$ cat src/rtl/gelato_fetch_scheduler_if.sv
// gelato_fetch_scheduler_if: warp lifecycle commands in, fetch requests out
// launch_*/resume_*/exit_* : warp events from the core (master -> slave)
// ifetch_ready             : I-Fetch accept (master -> slave)
// ifetch_*, active_mask    : fetch request and live-warp mask (slave -> master)
interface gelato_fetch_scheduler_if #(
  parameter int NUM_WARPS   = 8,
  parameter int ADDR_WIDTH  = 32,
  parameter int SPLIT_WIDTH = 3
) ();
  localparam int WARP_WIDTH = $clog2(NUM_WARPS);
  logic                   launch_valid;
  logic [WARP_WIDTH-1:0]  launch_warp;
  logic [ADDR_WIDTH-1:0]  launch_pc;
  logic [SPLIT_WIDTH-1:0] launch_split;
  logic                   resume_valid;
  logic [WARP_WIDTH-1:0]  resume_warp;
  logic [ADDR_WIDTH-1:0]  resume_pc;
  logic [SPLIT_WIDTH-1:0] resume_split;
  logic                   exit_valid;
  logic [WARP_WIDTH-1:0]  exit_warp;
  logic                   ifetch_ready;
  logic                   ifetch_valid;
  logic [ADDR_WIDTH-1:0]  ifetch_pc;
  logic [WARP_WIDTH-1:0]  ifetch_warp_num;
  logic [SPLIT_WIDTH-1:0] ifetch_split_table_num;
  logic [NUM_WARPS-1:0]   active_mask;
  modport master (
    output launch_valid, launch_warp, launch_pc, launch_split,
    output resume_valid, resume_warp, resume_pc, resume_split,
    output exit_valid, exit_warp, ifetch_ready,
    input  ifetch_valid, ifetch_pc, ifetch_warp_num, ifetch_split_table_num, active_mask
  );
  modport slave (
    input  launch_valid, launch_warp, launch_pc, launch_split,
    input  resume_valid, resume_warp, resume_pc, resume_split,
    input  exit_valid, exit_warp, ifetch_ready,
    output ifetch_valid, ifetch_pc, ifetch_warp_num, ifetch_split_table_num, active_mask
  );
endinterface

$ cat src/rtl/gelato_fetch_scheduler.sv
// gelato_fetch_scheduler: round-robin per-warp fetch request scheduler
// clk, rst_n : clock, asynchronous active-low reset
// bus        : slave side of gelato_fetch_scheduler_if (warp events in, fetch request out)
module gelato_fetch_scheduler #(
  parameter int NUM_WARPS   = 8,
  parameter int ADDR_WIDTH  = 32,
  parameter int SPLIT_WIDTH = 3
) (
  input logic clk,
  input logic rst_n,
  gelato_fetch_scheduler_if.slave bus
);
  localparam int WARP_WIDTH = $clog2(NUM_WARPS);
  typedef enum logic [1:0] {IDLE, READY, INFLIGHT} wstate_t;
  wstate_t                st   [NUM_WARPS];
  wstate_t                st_n [NUM_WARPS];
  logic [ADDR_WIDTH-1:0]  pc   [NUM_WARPS];
  logic [SPLIT_WIDTH-1:0] split[NUM_WARPS];
  logic [NUM_WARPS-1:0]   lw, rw, cand;
  logic [WARP_WIDTH-1:0]  rr_ptr, sel, idx;
  logic                   found, hs, free, kill;
  assign hs   = bus.ifetch_valid && bus.ifetch_ready;
  assign free = !bus.ifetch_valid || hs;
  assign kill = bus.ifetch_valid && bus.exit_valid && bus.exit_warp == bus.ifetch_warp_num;
  always_comb begin
    for (int i = 0; i < NUM_WARPS; i++) begin
      lw[i] = bus.launch_valid && bus.launch_warp == WARP_WIDTH'(i) && st[i] == IDLE;
      rw[i] = bus.resume_valid && bus.resume_warp == WARP_WIDTH'(i) && st[i] == INFLIGHT;
      // a warp being exited this cycle must not be loaded into the output register
      cand[i] = st[i] == READY && !(bus.ifetch_valid && bus.ifetch_warp_num == WARP_WIDTH'(i))
                && !(bus.exit_valid && bus.exit_warp == WARP_WIDTH'(i));
      st_n[i] = st[i];
      if (hs && bus.ifetch_warp_num == WARP_WIDTH'(i)) st_n[i] = INFLIGHT;
      if (lw[i] || rw[i]) st_n[i] = READY;
      if (bus.exit_valid && bus.exit_warp == WARP_WIDTH'(i)) st_n[i] = IDLE;
      bus.active_mask[i] = st[i] != IDLE;
    end
  end
  always_comb begin
    found = 1'b0;
    sel   = '0;
    idx   = '0;
    for (int k = 0; k < NUM_WARPS; k++) begin
      idx = rr_ptr + WARP_WIDTH'(k);
      if (!found && cand[idx]) begin
        found = 1'b1;
        sel   = idx;
      end
    end
  end
  always_ff @(posedge clk or negedge rst_n) begin
    if (!rst_n) begin
      for (int i = 0; i < NUM_WARPS; i++) begin
        st[i]    <= IDLE;
        pc[i]    <= '0;
        split[i] <= '0;
      end
    end else begin
      for (int i = 0; i < NUM_WARPS; i++) begin
        st[i]    <= st_n[i];
        pc[i]    <= lw[i] ? bus.launch_pc : rw[i] ? bus.resume_pc : pc[i];
        split[i] <= lw[i] ? bus.launch_split : rw[i] ? bus.resume_split : split[i];
      end
    end
  end
  always_ff @(posedge clk or negedge rst_n) begin
    if (!rst_n) begin
      bus.ifetch_valid           <= 1'b0;
      bus.ifetch_pc              <= '0;
      bus.ifetch_warp_num        <= '0;
      bus.ifetch_split_table_num <= '0;
      rr_ptr                     <= '0;
    end else if (free && found) begin
      bus.ifetch_valid           <= 1'b1;
      bus.ifetch_pc              <= pc[sel];
      bus.ifetch_warp_num        <= sel;
      bus.ifetch_split_table_num <= split[sel];
      rr_ptr                     <= sel + WARP_WIDTH'(1);
    end else if (free || kill) begin
      bus.ifetch_valid <= 1'b0;
    end
  end
endmodule

$ cat src/flat_wrapper.sv
// flat-port wrapper written by rule: the top's interface ports become plain ports
module gelato_fetch_scheduler_flat 
#(
  parameter int NUM_WARPS   = 8,
  parameter int ADDR_WIDTH  = 32,
  parameter int SPLIT_WIDTH = 3
)
  (clk, rst_n, bus_launch_valid, bus_launch_warp, bus_launch_pc, bus_launch_split, bus_resume_valid, bus_resume_warp, bus_resume_pc, bus_resume_split, bus_exit_valid, bus_exit_warp, bus_ifetch_ready, bus_ifetch_valid, bus_ifetch_pc, bus_ifetch_warp_num, bus_ifetch_split_table_num, bus_active_mask);
  gelato_fetch_scheduler_if #(.NUM_WARPS(NUM_WARPS), .ADDR_WIDTH(ADDR_WIDTH), .SPLIT_WIDTH(SPLIT_WIDTH)) bus_i ();
  input logic clk;
  input logic rst_n;
  input wire logic [$bits(bus_i.launch_valid)-1:0] bus_launch_valid;
  input wire logic [$bits(bus_i.launch_warp)-1:0] bus_launch_warp;
  input wire logic [$bits(bus_i.launch_pc)-1:0] bus_launch_pc;
  input wire logic [$bits(bus_i.launch_split)-1:0] bus_launch_split;
  input wire logic [$bits(bus_i.resume_valid)-1:0] bus_resume_valid;
  input wire logic [$bits(bus_i.resume_warp)-1:0] bus_resume_warp;
  input wire logic [$bits(bus_i.resume_pc)-1:0] bus_resume_pc;
  input wire logic [$bits(bus_i.resume_split)-1:0] bus_resume_split;
  input wire logic [$bits(bus_i.exit_valid)-1:0] bus_exit_valid;
  input wire logic [$bits(bus_i.exit_warp)-1:0] bus_exit_warp;
  input wire logic [$bits(bus_i.ifetch_ready)-1:0] bus_ifetch_ready;
  output wire logic [$bits(bus_i.ifetch_valid)-1:0] bus_ifetch_valid;
  output wire logic [$bits(bus_i.ifetch_pc)-1:0] bus_ifetch_pc;
  output wire logic [$bits(bus_i.ifetch_warp_num)-1:0] bus_ifetch_warp_num;
  output wire logic [$bits(bus_i.ifetch_split_table_num)-1:0] bus_ifetch_split_table_num;
  output wire logic [$bits(bus_i.active_mask)-1:0] bus_active_mask;
  assign bus_i.launch_valid = bus_launch_valid;
  assign bus_i.launch_warp = bus_launch_warp;
  assign bus_i.launch_pc = bus_launch_pc;
  assign bus_i.launch_split = bus_launch_split;
  assign bus_i.resume_valid = bus_resume_valid;
  assign bus_i.resume_warp = bus_resume_warp;
  assign bus_i.resume_pc = bus_resume_pc;
  assign bus_i.resume_split = bus_resume_split;
  assign bus_i.exit_valid = bus_exit_valid;
  assign bus_i.exit_warp = bus_exit_warp;
  assign bus_i.ifetch_ready = bus_ifetch_ready;
  assign bus_ifetch_valid = bus_i.ifetch_valid;
  assign bus_ifetch_pc = bus_i.ifetch_pc;
  assign bus_ifetch_warp_num = bus_i.ifetch_warp_num;
  assign bus_ifetch_split_table_num = bus_i.ifetch_split_table_num;
  assign bus_active_mask = bus_i.active_mask;
  gelato_fetch_scheduler #(.NUM_WARPS(NUM_WARPS), .ADDR_WIDTH(ADDR_WIDTH), .SPLIT_WIDTH(SPLIT_WIDTH)) u_core (.clk(clk), .rst_n(rst_n), .bus(bus_i));
endmodule
$ cat config.mk
export PLATFORM = sky130hd
export DESIGN_NAME = gelato_fetch_scheduler_flat
export DESIGN_NICKNAME = d
export VERILOG_FILES = /design/src/rtl/gelato_fetch_scheduler_if.sv /design/src/rtl/gelato_fetch_scheduler.sv /design/src/flat_wrapper.sv
export SDC_FILE = /design/constraint.sdc
export NUM_CORES = 1
export LEC_CHECK = 0
export ABC_CLOCK_PERIOD_IN_PS = 4650
export CORE_UTILIZATION = 60
export DETAILED_ROUTE_END_ITERATION = 8
export PLACE_DENSITY_LB_ADDON = 0.05
export SLEW_MARGIN = 10
export SYNTH_ARGS = -nofsm -noshare
export SYNTH_HDL_FRONTEND = slang
export SYNTH_SLANG_ARGS = --single-unit
$ cat constraint.sdc
create_clock -name clk -period 4.65 [get_ports clk]
set_input_delay 0.93 -clock clk [delete_from_list [all_inputs] [get_ports clk]]
set_output_delay 0.93 -clock clk [all_outputs]
set_load 0.05 [all_outputs]
==> impl_results.md, run 1 <==
* Synth top area share at 0.426
* HP Class: primary input to asynchronous set/reset pin
* Final Hold Viols at 0
* Share of layout cells above drive strength 1 at 0.0966
* Library cells used by synthesis at 72
* CTS root buffer: clkbuf_16
* Post-Place Setup Slack at -0.00604 ns
* Register area share after synthesis at 0.426
* Crit-path max FO at 27
* Nets at 2320
* Synth Instances at 2196
* # clock sinks at 338
* Total grt overflow at 0
* Worst setup SP type: primary input
* Core Region at 32500 sq um
* Remaining DRCs at 0
* Status: complete, no violations
* Largest net degree at the start of global routing at 116
* Setup CP Type: primary input to flip-flop
* Final WL at 62100 um
* RSZ-0062 raised after global routing: false
* Fin crit share at 0.902
* CTS max path bufs at 3
* Hold_ws at 0.474 ns
* CP required at 5.05 ns
* Syn nets at 2284
* Post-synth top flop: dfrtp_1
* Post-CTS setup buffers at 0
* First-pass DRT Iterations at 6
* ANT nets after route at 0
* Type of element capturing the critical path: flip-flop
* Most frequent cells in the layout: 338 x dfrtp_1, 281 x mux2i_1, 273 x nor2_1
* Initial antenna violation count at 5
* Final WS setup at 0.458 ns
* First-pass GRT wire length at 97000 um
* Relative slew slack at 0.210
* Synth warnings at 0
* Standard-cell rows at 66
* DPL Wire Length at 37100 um
* Top Ports at 132
* CTS HTree Levels at 2
* Vias per inst at 6.43
* Port buffer count at 131
* #FFs+latches synth at 338
* Hold_buf cts at 0
* Mapped Area at 19800 sq um
* Reg area at 8460 sq um
* Post-synth EDFFs at 0
* WL/cell at 23.0 um
* FF-to-FF setup slack at 0.60 ns
* Area used by multi-input combinational logic at 10300 sq um
* Worst-margin pin slew at 1.18 ns
* Total CTS buffers at 38
* Starting Density at 0.610
* Die Span Y at 184 um
* Full die area at 33800 sq um
* Die extent in x at 184 um
* Detailed router's first-iteration violation count at 1687
* Fill cells at 2599
* Max cap viols at 0
* Via Count at 17400
* Avg Inst Size Synth at 9.04 sq um
* Final min period at 4.19 ns
* Setup TNS at 0 ns
* Slew Limit Fails at 0
* Clk_skew at 0.0166 ns
* Main area contributors after synthesis: dfrtp_1 43%, mux2i_1 14%, a21oi_1 6.5%
* Most common cell after layout, fill and taps aside: dfrtp_1
* Critical path data arrival time at 4.59 ns
* Post-synth top area cell: dfrtp_1
* Routability cong. at 0.957
* Asr flop ratio synth at 1.00
* Clock Latency Late Sink at 0.56 ns
* CTS tree: yes
* Area grow syn2layout at 16.6%
* Overall Global Routing Usage at 0.374
* Post_cts resized at 0
* Finish-stage setup viols at 0
* Peak Freq at 239 MHz
* Clock Pin Slew Worst Setup and Hold Paths at 0.06 ns
* Vias in the first global route at 16900
-- path summary, 6_finish.rpt --
path                                           from                       end  cells past startpoint
setup reg to reg                   u_core.rr_ptr[0]  u_core.bus.ifetch_pc[29]                     13
setup / recovery                   bus_exit_warp[2]  u_core.bus.ifetch_pc[29]                     14
min in group clk           u_core.bus.ifetch_pc[19]  u_core.bus.ifetch_pc[19]                      2
max in group asynchronous                     rst_n             u_core.pc[94]                      2
hold / removal                                rst_n             u_core.st[10]                      1
hold reg to reg            u_core.bus.ifetch_pc[19]  u_core.bus.ifetch_pc[19]                      2
-- metal layers --
metal  part of all wire  up-vias  track usage
met2               0.46      822        0.591
met4              0.034        0        0.162
met1               0.43     8487        0.515
met5                  0        -            0
met3              0.076      142       0.0525
li1                   -     7938            -
-- worst max-delay path, stage by stage --
cell             delay [ns]
clkdlybuf4s50_1        0.50
buf_4                  0.20
nor4b_2                0.41
o22a_1                 0.26
nor2_1                 0.12
a211oi_1               0.43
nor2_1                 0.24
buf_4                  0.20
nor3_4                 0.23
o21a_4                 0.22
buf_12                 0.21
mux2_1                 0.34
o211ai_1               0.18
nand4_1                0.11
-- cell usage after synthesis (all sizes together) (4+ instances only) --
library cell,instances
a211oi,7
nor2,273
o2111ai,36
o22ai,5
a21o,4
o21ai,127
nand2,99
nand4b,6
nand4,44
a31oi,7
dfrtp,338
a21boi,71
nor2b,10
and2,4
or3,5
nor3,15
nand2b,8
nand3b,7
clkbuf,211
a21oi,261
buf,40
o311ai,4
o22a,7
and3,71
nand3,12
or2,14
or3b,8
inv,46
nor4,5
xnor2,7
mux2,36
o211ai,78
mux2i,281
-- stage by stage --
step	area (sq um)	instances	utilization
floorplan	19800	2196	-
global placement	22000	2634	0.675
detailed placement	22000	2634	0.675
CTS	23100	2698	0.711
global route	23100	2703	0.711
finish	23100	2703	0.711
-- layout make-up --
| cell class | instances | area share |
|---|---|---|
| inverters | 47 | 0.00762 |
| repair buffers | 247 | 0.106 |
| clock buffers | 52 | 0.0464 |
| multi-input cells | 1560 | 0.446 |
| well taps | 442 | 0.0239 |
| diodes | 5 | 0.000541 |
| flip-flops and latches | 338 | 0.366 |
| clock inverters | 12 | 0.00422 |
-- logic make-up after synthesis --
family	synth area share
AOI/OAI and AO/OA	0.195
xor gates and xnor gates	0.00441
adders and majority gates	0.00189
buffers and inverters	0.0618
DFF	0.426
muxes	0.166
and+or+nand+nor	0.146
-- state kept, by name, summed over array words and instances, names as in the netlist --
| name | count |
|---|---|
| u_core.pc | 256 |
| u_core.bus.ifetch_pc | 32 |
| u_core.split | 24 |
| u_core.st | 16 |
| u_core.bus.ifetch_split_table_num | 3 |
| u_core.bus.ifetch_warp_num | 3 |
| u_core.rr_ptr | 3 |
| u_core.bus.ifetch_valid | 1 |
Power of run 1 is not shown: default switching activity piles up to over one toggle a cycle in this logic, so the estimate is an artifact.
==> run 2, diff against run 1 <==
SKIP_CTS_REPAIR_TIMING = 1   (was unset)
==> results of run 2 <==
Same layout as run 1: the final DEF is identical, and so are final timing and power.
Power of run 2 is left out for the same reason.
